### src/rtl/divu_seq_if.sv
// Start/busy/valid handshake bundle for the sequential unsigned divider.
// Port r exists only when DIVU_REM_EN is defined.
interface divu_seq_if #(
    parameter int N_WIDTH = 8,
    parameter int D_WIDTH = 4
);
    logic               start;
    logic [N_WIDTH-1:0] n;
    logic [D_WIDTH-1:0] d;
    logic [N_WIDTH-1:0] q;
`ifdef DIVU_REM_EN
    logic [D_WIDTH-1:0] r;
`endif
    logic               busy;
    logic               valid;
    logic               div_zero;

    modport master (
        output start, n, d,
`ifdef DIVU_REM_EN
        input  r,
`endif
        input  q, busy, valid, div_zero
    );

    modport slave (
        input  start, n, d,
`ifdef DIVU_REM_EN
        output r,
`endif
        output q, busy, valid, div_zero
    );
endinterface

### src/rtl/divu_seq.sv
// Sequential unsigned restoring divider, one quotient bit per clock.
// Define DIVU_REM_EN to expose the final remainder on port r.
module divu_seq #(
    parameter int N_WIDTH = 8,
    parameter int D_WIDTH = 4
) (
    input  logic      clk,
    input  logic      rst,
    divu_seq_if.slave bus
);
    localparam int CW = $clog2(N_WIDTH + 1);

    typedef enum logic [1:0] {
        IDLE,
        BUSY,
        DONE
    } state_t;

    state_t             state;
    state_t             state_nxt;
    logic [CW-1:0]      cnt;
    logic [N_WIDTH-1:0] dvd;
    logic [N_WIDTH-1:0] quo;
    logic [D_WIDTH-1:0] dsr;
    logic [D_WIDTH-1:0] rem;
    logic [D_WIDTH-1:0] rem_nxt;
    logic [D_WIDTH:0]   rem_sh;
    logic [D_WIDTH:0]   rem_sub;
    logic               fit;
    logic               dz;

    // Remainder stays below the divisor, so D_WIDTH bits always hold it.
    always_comb begin
        rem_sh  = {rem, dvd[N_WIDTH-1]};
        rem_sub = rem_sh - {1'b0, dsr};
        fit     = rem_sh >= {1'b0, dsr};
        rem_nxt = D_WIDTH'(fit ? rem_sub : rem_sh);
    end

    always_comb begin
        state_nxt = state;
        unique case (state)
            IDLE, DONE: begin
                if (bus.start) begin
                    state_nxt = (bus.d == '0) ? DONE : BUSY;
                end
            end
            BUSY: begin
                if (cnt == CW'(1)) begin
                    state_nxt = DONE;
                end
            end
            default: state_nxt = IDLE;
        endcase
    end

    always_ff @(posedge clk) begin
        if (rst) begin
            state <= IDLE;
        end else begin
            state <= state_nxt;
        end
    end

    always_ff @(posedge clk) begin
        if (rst) begin
            cnt <= '0;
            dvd <= '0;
            dsr <= '0;
            rem <= '0;
            quo <= '0;
            dz  <= 1'b0;
        end else begin
            unique case (state)
                IDLE, DONE: begin
                    if (bus.start) begin
                        dvd <= bus.n;
                        dsr <= bus.d;
                        rem <= '0;
                        cnt <= CW'(N_WIDTH);
                        dz  <= (bus.d == '0);
                        quo <= (bus.d == '0) ? '1 : '0;
                    end
                end
                BUSY: begin
                    dvd <= dvd << 1;
                    rem <= rem_nxt;
                    quo <= {quo[N_WIDTH-2:0], fit};
                    cnt <= cnt - CW'(1);
                end
                default: ;
            endcase
        end
    end

    assign bus.q        = quo;
    assign bus.busy     = (state == BUSY);
    assign bus.valid    = (state == DONE);
    assign bus.div_zero = dz;
`ifdef DIVU_REM_EN
    assign bus.r        = rem;
`endif

endmodule

### src/flat_wrapper.sv
// flat-port wrapper written by rule: the top's interface ports become plain ports
module divu_seq_flat 
#(
    parameter int N_WIDTH = 8,
    parameter int D_WIDTH = 4
)
  (clk, rst, bus_start, bus_n, bus_d, bus_q, bus_busy, bus_valid, bus_div_zero);
  divu_seq_if #(.N_WIDTH(N_WIDTH), .D_WIDTH(D_WIDTH)) bus_i ();
  input  logic clk;
  input  logic rst;
  input wire logic [$bits(bus_i.start)-1:0] bus_start;
  input wire logic [$bits(bus_i.n)-1:0] bus_n;
  input wire logic [$bits(bus_i.d)-1:0] bus_d;
  output wire logic [$bits(bus_i.q)-1:0] bus_q;
  output wire logic [$bits(bus_i.busy)-1:0] bus_busy;
  output wire logic [$bits(bus_i.valid)-1:0] bus_valid;
  output wire logic [$bits(bus_i.div_zero)-1:0] bus_div_zero;
  assign bus_i.start = bus_start;
  assign bus_i.n = bus_n;
  assign bus_i.d = bus_d;
  assign bus_q = bus_i.q;
  assign bus_busy = bus_i.busy;
  assign bus_valid = bus_i.valid;
  assign bus_div_zero = bus_i.div_zero;
  divu_seq #(.N_WIDTH(N_WIDTH), .D_WIDTH(D_WIDTH)) u_core (.clk(clk), .rst(rst), .bus(bus_i));
endmodule
### config.mk
export PLATFORM = sky130hd
export DESIGN_NAME = divu_seq_flat
export DESIGN_NICKNAME = d
export VERILOG_FILES = /design/src/rtl/divu_seq_if.sv /design/src/rtl/divu_seq.sv /design/src/flat_wrapper.sv
export SDC_FILE = /design/constraint.sdc
export NUM_CORES = 1
export LEC_CHECK = 0
export BUFFER_PORTS_ARGS = -buffer_cell sky130_fd_sc_hd__buf_2
export CORE_ASPECT_RATIO = 1.4
export CORE_UTILIZATION = 55
export DETAILED_ROUTE_END_ITERATION = 8
export GPL_TIMING_DRIVEN = 0
export PLACE_DENSITY = 0.76
export SLEW_MARGIN = 30
export SYNTH_ARGS = -nofsm -noshare
export SYNTH_HDL_FRONTEND = slang
export SYNTH_SLANG_ARGS = --single-unit
### constraint.sdc
create_clock -name clk -period 4.3 [get_ports clk]
set_input_delay 0.43 -clock clk [delete_from_list [all_inputs] [get_ports clk]]
set_output_delay 0.43 -clock clk [all_outputs]
set_load 0.05 [all_outputs]
======== Word level (Yosys, flattened, before mapping) ========
Index checks and enable logic that the tools add are counted.
word-level totals
  output and inout port bits .............. 11
  register bits after elaboration ......... 31
  input port bits ......................... 15
  word-level logic and storage cells ...... 36
cells by class
  eq/ne operators ......................... 5
  add/sub/neg operators ................... 2
  reductions and logical operators ........ 7
  magnitude comparators ................... 1
  multiplexer cells ....................... 14
operators with widths
  cell                                                                    number
  8-bit case mux with 2 select lines                                      2
  8-bit two-way mux                                                       3
  4-bit case mux with 2 select lines                                      2
  4-bit two-way mux                                                       3
  2-bit two-way mux                                                       3
  2-bit AND reduction                                                     3
  5-bit by 4-bit greater-or-equal comparator with 1-bit output            1
  4-bit by 1-bit equality test with 1-bit output (second input constant)  1
  4-bit logical NOT                                                       1
  2-bit case mux with 2 select lines                                      1
  4-bit by 1-bit subtractor with 4-bit output (second input constant)     1
  4-bit subtractor                                                        1
  2-bit by 1-bit equality test with 1-bit output (second input constant)  1
  2-bit equality test (second input constant)                             1
  2-bit logical NOT                                                       1
  2-bit by 1-bit != test with 1-bit output (second input constant)        1
  2-bit != test (second input constant)                                   1
  2-bit nonzero test                                                      1
  2-bit OR reduction                                                      1

======== Logic depth before layout (Yosys ltp) ========
  word-level depth ........................ 4
  gate-level depth with buffers ........... 7
  mapped depth without buffers ............ 6

======== Least setup slack after synthesis ========
Ideal clock, no wire load.
  path kind ............................... flip-flop to flip-flop
  from .................................... register u_core.dvd[7]
  to ...................................... register u_core.rem[3]
  stages on the path, launching flop included .. 7
  data arrival time ....................... 1.563 ns
  clock period less this slack ............ 1.680 ns
  path slack .............................. 2.620 ns
  data required time ...................... 4.183 ns
  buffers on the path ..................... 0
  library setup time ...................... 0.117 ns
  path through ............................ dfxtp_1 -> inv_1 -> ha_1 -> nor3b_1 -> nor2_1 -> a2111o_1 -> a32o_1
on the way
  cells in the longest elaborated chain, start to end .. 3
  elaborated cells on any way between the ends .. 4
  those cells by class .................... add/sub: 1; order compare: 1; mux: 2
ends and longest elaborated chain
  item                                                                                                     line                            source
  start, declared                                                                                          divu_seq.sv:22                  logic [N_WIDTH-1:0] dvd;
  start signal, assigned                                                                                   divu_seq.sv:77                  dvd <= bus.n;
  start signal, assigned                                                                                   divu_seq.sv:86                  dvd <= dvd << 1;
  4-bit subtractor / 5-bit by 4-bit greater-or-equal comparator with 1-bit output (equally long branches)  divu_seq.sv:35, divu_seq.sv:36
  4-bit two-way mux (*)                                                                                    divu_seq.sv:37                  rem_nxt = D_WIDTH'(fit ? rem_sub : rem_sh);
  4-bit case mux with 2 select lines (*)                                                                   divu_seq.sv:74                  unique case (state)
  end signal, assigned                                                                                     divu_seq.sv:87                  rem <= rem_nxt;
  end, declared                                                                                            divu_seq.sv:25                  logic [D_WIDTH-1:0] rem;
Mark *: on every way between the ends. The rest lies on a longest branch, timed or not.
A chain may end at the register's enable or synchronous reset.

======== Final worst setup path ========
  from .................................... register u_core.state[1]
  to ...................................... output bus_busy
on the way
  cells in the longest elaborated chain, start to end .. 1
ends and longest elaborated chain
  item                                            line                source
  start, declared                                 divu_seq.sv:19      state_t state;
  start signal, assigned                          divu_seq.sv:61      state <= state_nxt;
  2-bit by 1-bit equality test with 1-bit output  divu_seq.sv:97      assign bus.busy = (state == BUSY);
  end, declared                                   flat_wrapper.sv:15  output wire logic [$bits(bus_i.busy)-1:0] bus_busy;
No other way between the ends.

==> impl_metrics.json <==
{
  "status": "finished clean",
  "crit_slowest_cell": "dfxtp_1",
  "cts-resized-gates": 0,
  "maxCapViolations": 0,
  "cts_tree": "yes",
  "synth_nets": 191,
  "endpoint": "bus_busy",
  "path_max_fanout": 10,
  "ant_nets": 0,
  "fin_setup_tns_ps": 0,
  "startpoint": "u_core.state[1]",
  "synthFlopType": "dfxtp_1",
  "period_minus_slack_ps": 2150,
  "hold_viol_final": 0,
  "worst_ir_drop_vdd_mv": 0.221,
  "setup_viol": 0,
  "r2r_start": "u_core.dsr[1]",
  "core_area_sq_um": 2440,
  "cpLargestDelayFamily": "buffers and inverters",
  "portBuffers": 25,
  "gp_congestion": 0.829,
  "die_h_microns": 63.0,
  "worst-path-buf-inv": 4,
  "die_area_sq_um": 2870,
  "path_cells": "nand2b_2, inv_1, buf_6, buf_2, buf_2",
  "finalMaxSlewViolations": 0,
  "clk_latency_ps": 330,
  "power.total_uw": 626,
  "ys_seq_area_frac": 0.425,
  "r2r_end": "u_core.rem[3]",
  "hold_class": "in2reg",
  "synthDistinctLibCells": 38,
  "max_slew_margin": 0.673,
  "htreeDepth": 2,
  "worst_slew_pin_slew_ps": 486,
  "cts_made_buffers": 5,
  "grt_pass1_wl_microns": 5300,
  "rr_worst_depth": 6,
  "row_count": 21,
  "cp_data_required_time_ps": 3870,
  "place_ws_ps": 2510,
  "critPathKind": "reg2out",
  "wire_per_inst_microns": 13.0,
  "worst-path-stages": 5,
  "grt_pass1_vias": 1234,
  "drt_wl_total_microns": 3040,
  "p_leak_uw": 0.000691,
  "grt_start_max_net_pins": 11,
  "synth.cell_area_sq_um": 1460,
  "die_x_microns": 45.5,
  "cts_hold_buf": 0,
  "critPathCaptureType": "output pin",
  "overflow": 0,
  "cpMostUsedCell": "buf_2",
  "async_flop_share": 0,
  "avgSynthCellArea_sq_um": 8.64,
  "place_hpwl_microns": 2240,
  "rsz0062_at_grt": "no",
  "grt.total_usage": 0.249,
  "firstDrtPassIters": 4,
  "yosysWarnings": 0,
  "cp_slowest_stage_delay_ps": 340,
  "fin_nets": 223,
  "final_area_sq_um": 1670,
  "drive_gt1_frac": 0.190,
  "syn2layout_area_growth_pct": 14.3,
  "initial_core_util": 0.598,
  "synth_enable_flop_cells": 0,
  "fin_skew_ps": 6.48,
  "ios": 26,
  "vias": 1334,
  "finalCritPeriodShare": 0.500,
  "vias_per_cell": 5.70,
  "antenna_found_initial": 0,
  "fmax_ghz": 0.465,
  "cts_setup_buffers": 0,
  "clock-sinks": 31,
  "placed_cell_area_sq_um": 1630,
  "worstPathArrival_ps": 1720,
  "layout_setup_ws_ps": 2150,
  "crit_path_start_kind": "flip-flop",
  "antenna_cells": 0,
  "path_clk_slew_ps": 90,
  "clock_path_buffers": 2,
  "r2r_slack_ps": 2480,
  "drc": 0,
  "cts_root_buf": "clkbuf_4",
  "netlist_instances": 169,
  "cellPowerDensity_nw_per_um2": 375,
  "dr.first_iter.drc_count": 30,
  "ys_seq_elements": 31
}
==> Yosys cell counts (2+ instances only) <==
cell,n,share of area
buf_6,2,0.015
a21o_1,3,0.015
nand2_1,19,0.049
nand2b_1,3,0.013
nor2_1,14,0.036
nor2b_1,2,0.0086
a21oi_1,27,0.093
nor3b_1,2,0.010
inv_1,8,0.021
a32o_1,3,0.021
clkbuf_1,3,0.0077
a22oi_1,15,0.077
dfxtp_1,31,0.43
nand3_1,4,0.014
ha_1,6,0.051
buf_2,3,0.010
nor3_1,3,0.010
==> power by group <==
| part | leakage (uW) | internal (uW) | switching, uW |
|---|---|---|---|
| logic | 0.000414 | 64.7 | 93.1 |
| registers | 0.000253 | 306 | 15.0 |
| clock network | 0.0000242 | 58.0 | 89.5 |
| total | 0.000691 | 429 | 198 |
==> cells in the final DEF (no fill, tap or decap), drive strengths merged, types with 3 or more instances in the layout <==
cell type	n
a21o	3
a21oi	27
a22oi	15
a32o	3
buf	31
clkbuf	9
dfxtp	31
ha	6
inv	8
nand2	19
nand2b	4
nand3	4
nor2	15
nor3	3
==> logic make-up (layout without fill, tap and decap cells) <==
kind of cell    after synthesis  in the layout  share of synthesized area
xor+xnor                      1              1                    0.00600
compound gates               56             56                      0.249
flops                        31             31                      0.425
fa+ha+maj                     7              7                     0.0651
mux                           1              1                    0.00686
buf+inv                      17             48                     0.0565
simple gates                 56             56                      0.192
==> through the flow <==
step	utilization	cells	hold WS (ps)
floorplan	-	169	436
detailed placement	0.666	228	451
CTS	0.683	234	342
finish	0.683	234	349
global route	0.683	234	351
global placement	0.666	228	442
==> area by class of cell <==
| cell class | instances | area (sq um) |
|---|---|---|
| clock buffer | 6 | 41.3 |
| timing repair buffer | 25 | 125 |
| sequential | 31 | 621 |
| tap | 34 | 42.5 |
| buffer | 9 | 52.6 |
| inverter | 8 | 30.0 |
| multi-input combinational | 121 | 757 |
| fill | 224 | 774 |
==> worst min-delay path by stage <==
stage,depth (start not counted),from,slack [ps],to
6_report,3,bus_d[0],350,u_core.dsr[0]
2_1_floorplan,2,u_core.dsr[2],440,u_core.dsr[2]
3_5_place_dp,2,u_core.dsr[3],450,u_core.dsr[3]
5_1_grt,3,bus_d[0],350,u_core.dsr[0]
3_3_place_gp,2,u_core.bus.div_zero,440,u_core.bus.div_zero
4_1_cts,3,bus_d[0],340,u_core.dsr[0]
==> per-layer routing <==
layer,up-vias,GRT usage,share of wire
li1,669,-,-
met1,628,0.297,0.44
met2,29,0.395,0.50
met3,8,0.0607,0.036
met4,0,0.129,0.026
met5,-,0,0
==> sequential cells by signal, indices dropped and copies added (netlist names) <==
| register | cells |
|---|---|
| u_core.bus.div_zero | 1 |
| u_core.bus.q | 8 |
| u_core.cnt | 4 |
| u_core.dsr | 4 |
| u_core.dvd | 8 |
| u_core.rem | 4 |
| u_core.state | 2 |
==> worst reg2reg max path, delay by kind of cell (launching register included) <==
family / cells / cell delay (ps)
flip-flops: 1 / 390
buffers and inverters: 1 / 60
AO/OA/AOI/OAI: 3 / 900
adder cells (fa/ha/maj): 1 / 300
AND/OR/NAND/NOR: 1 / 70
Note: power is estimated with default switching activity, not from simulation.
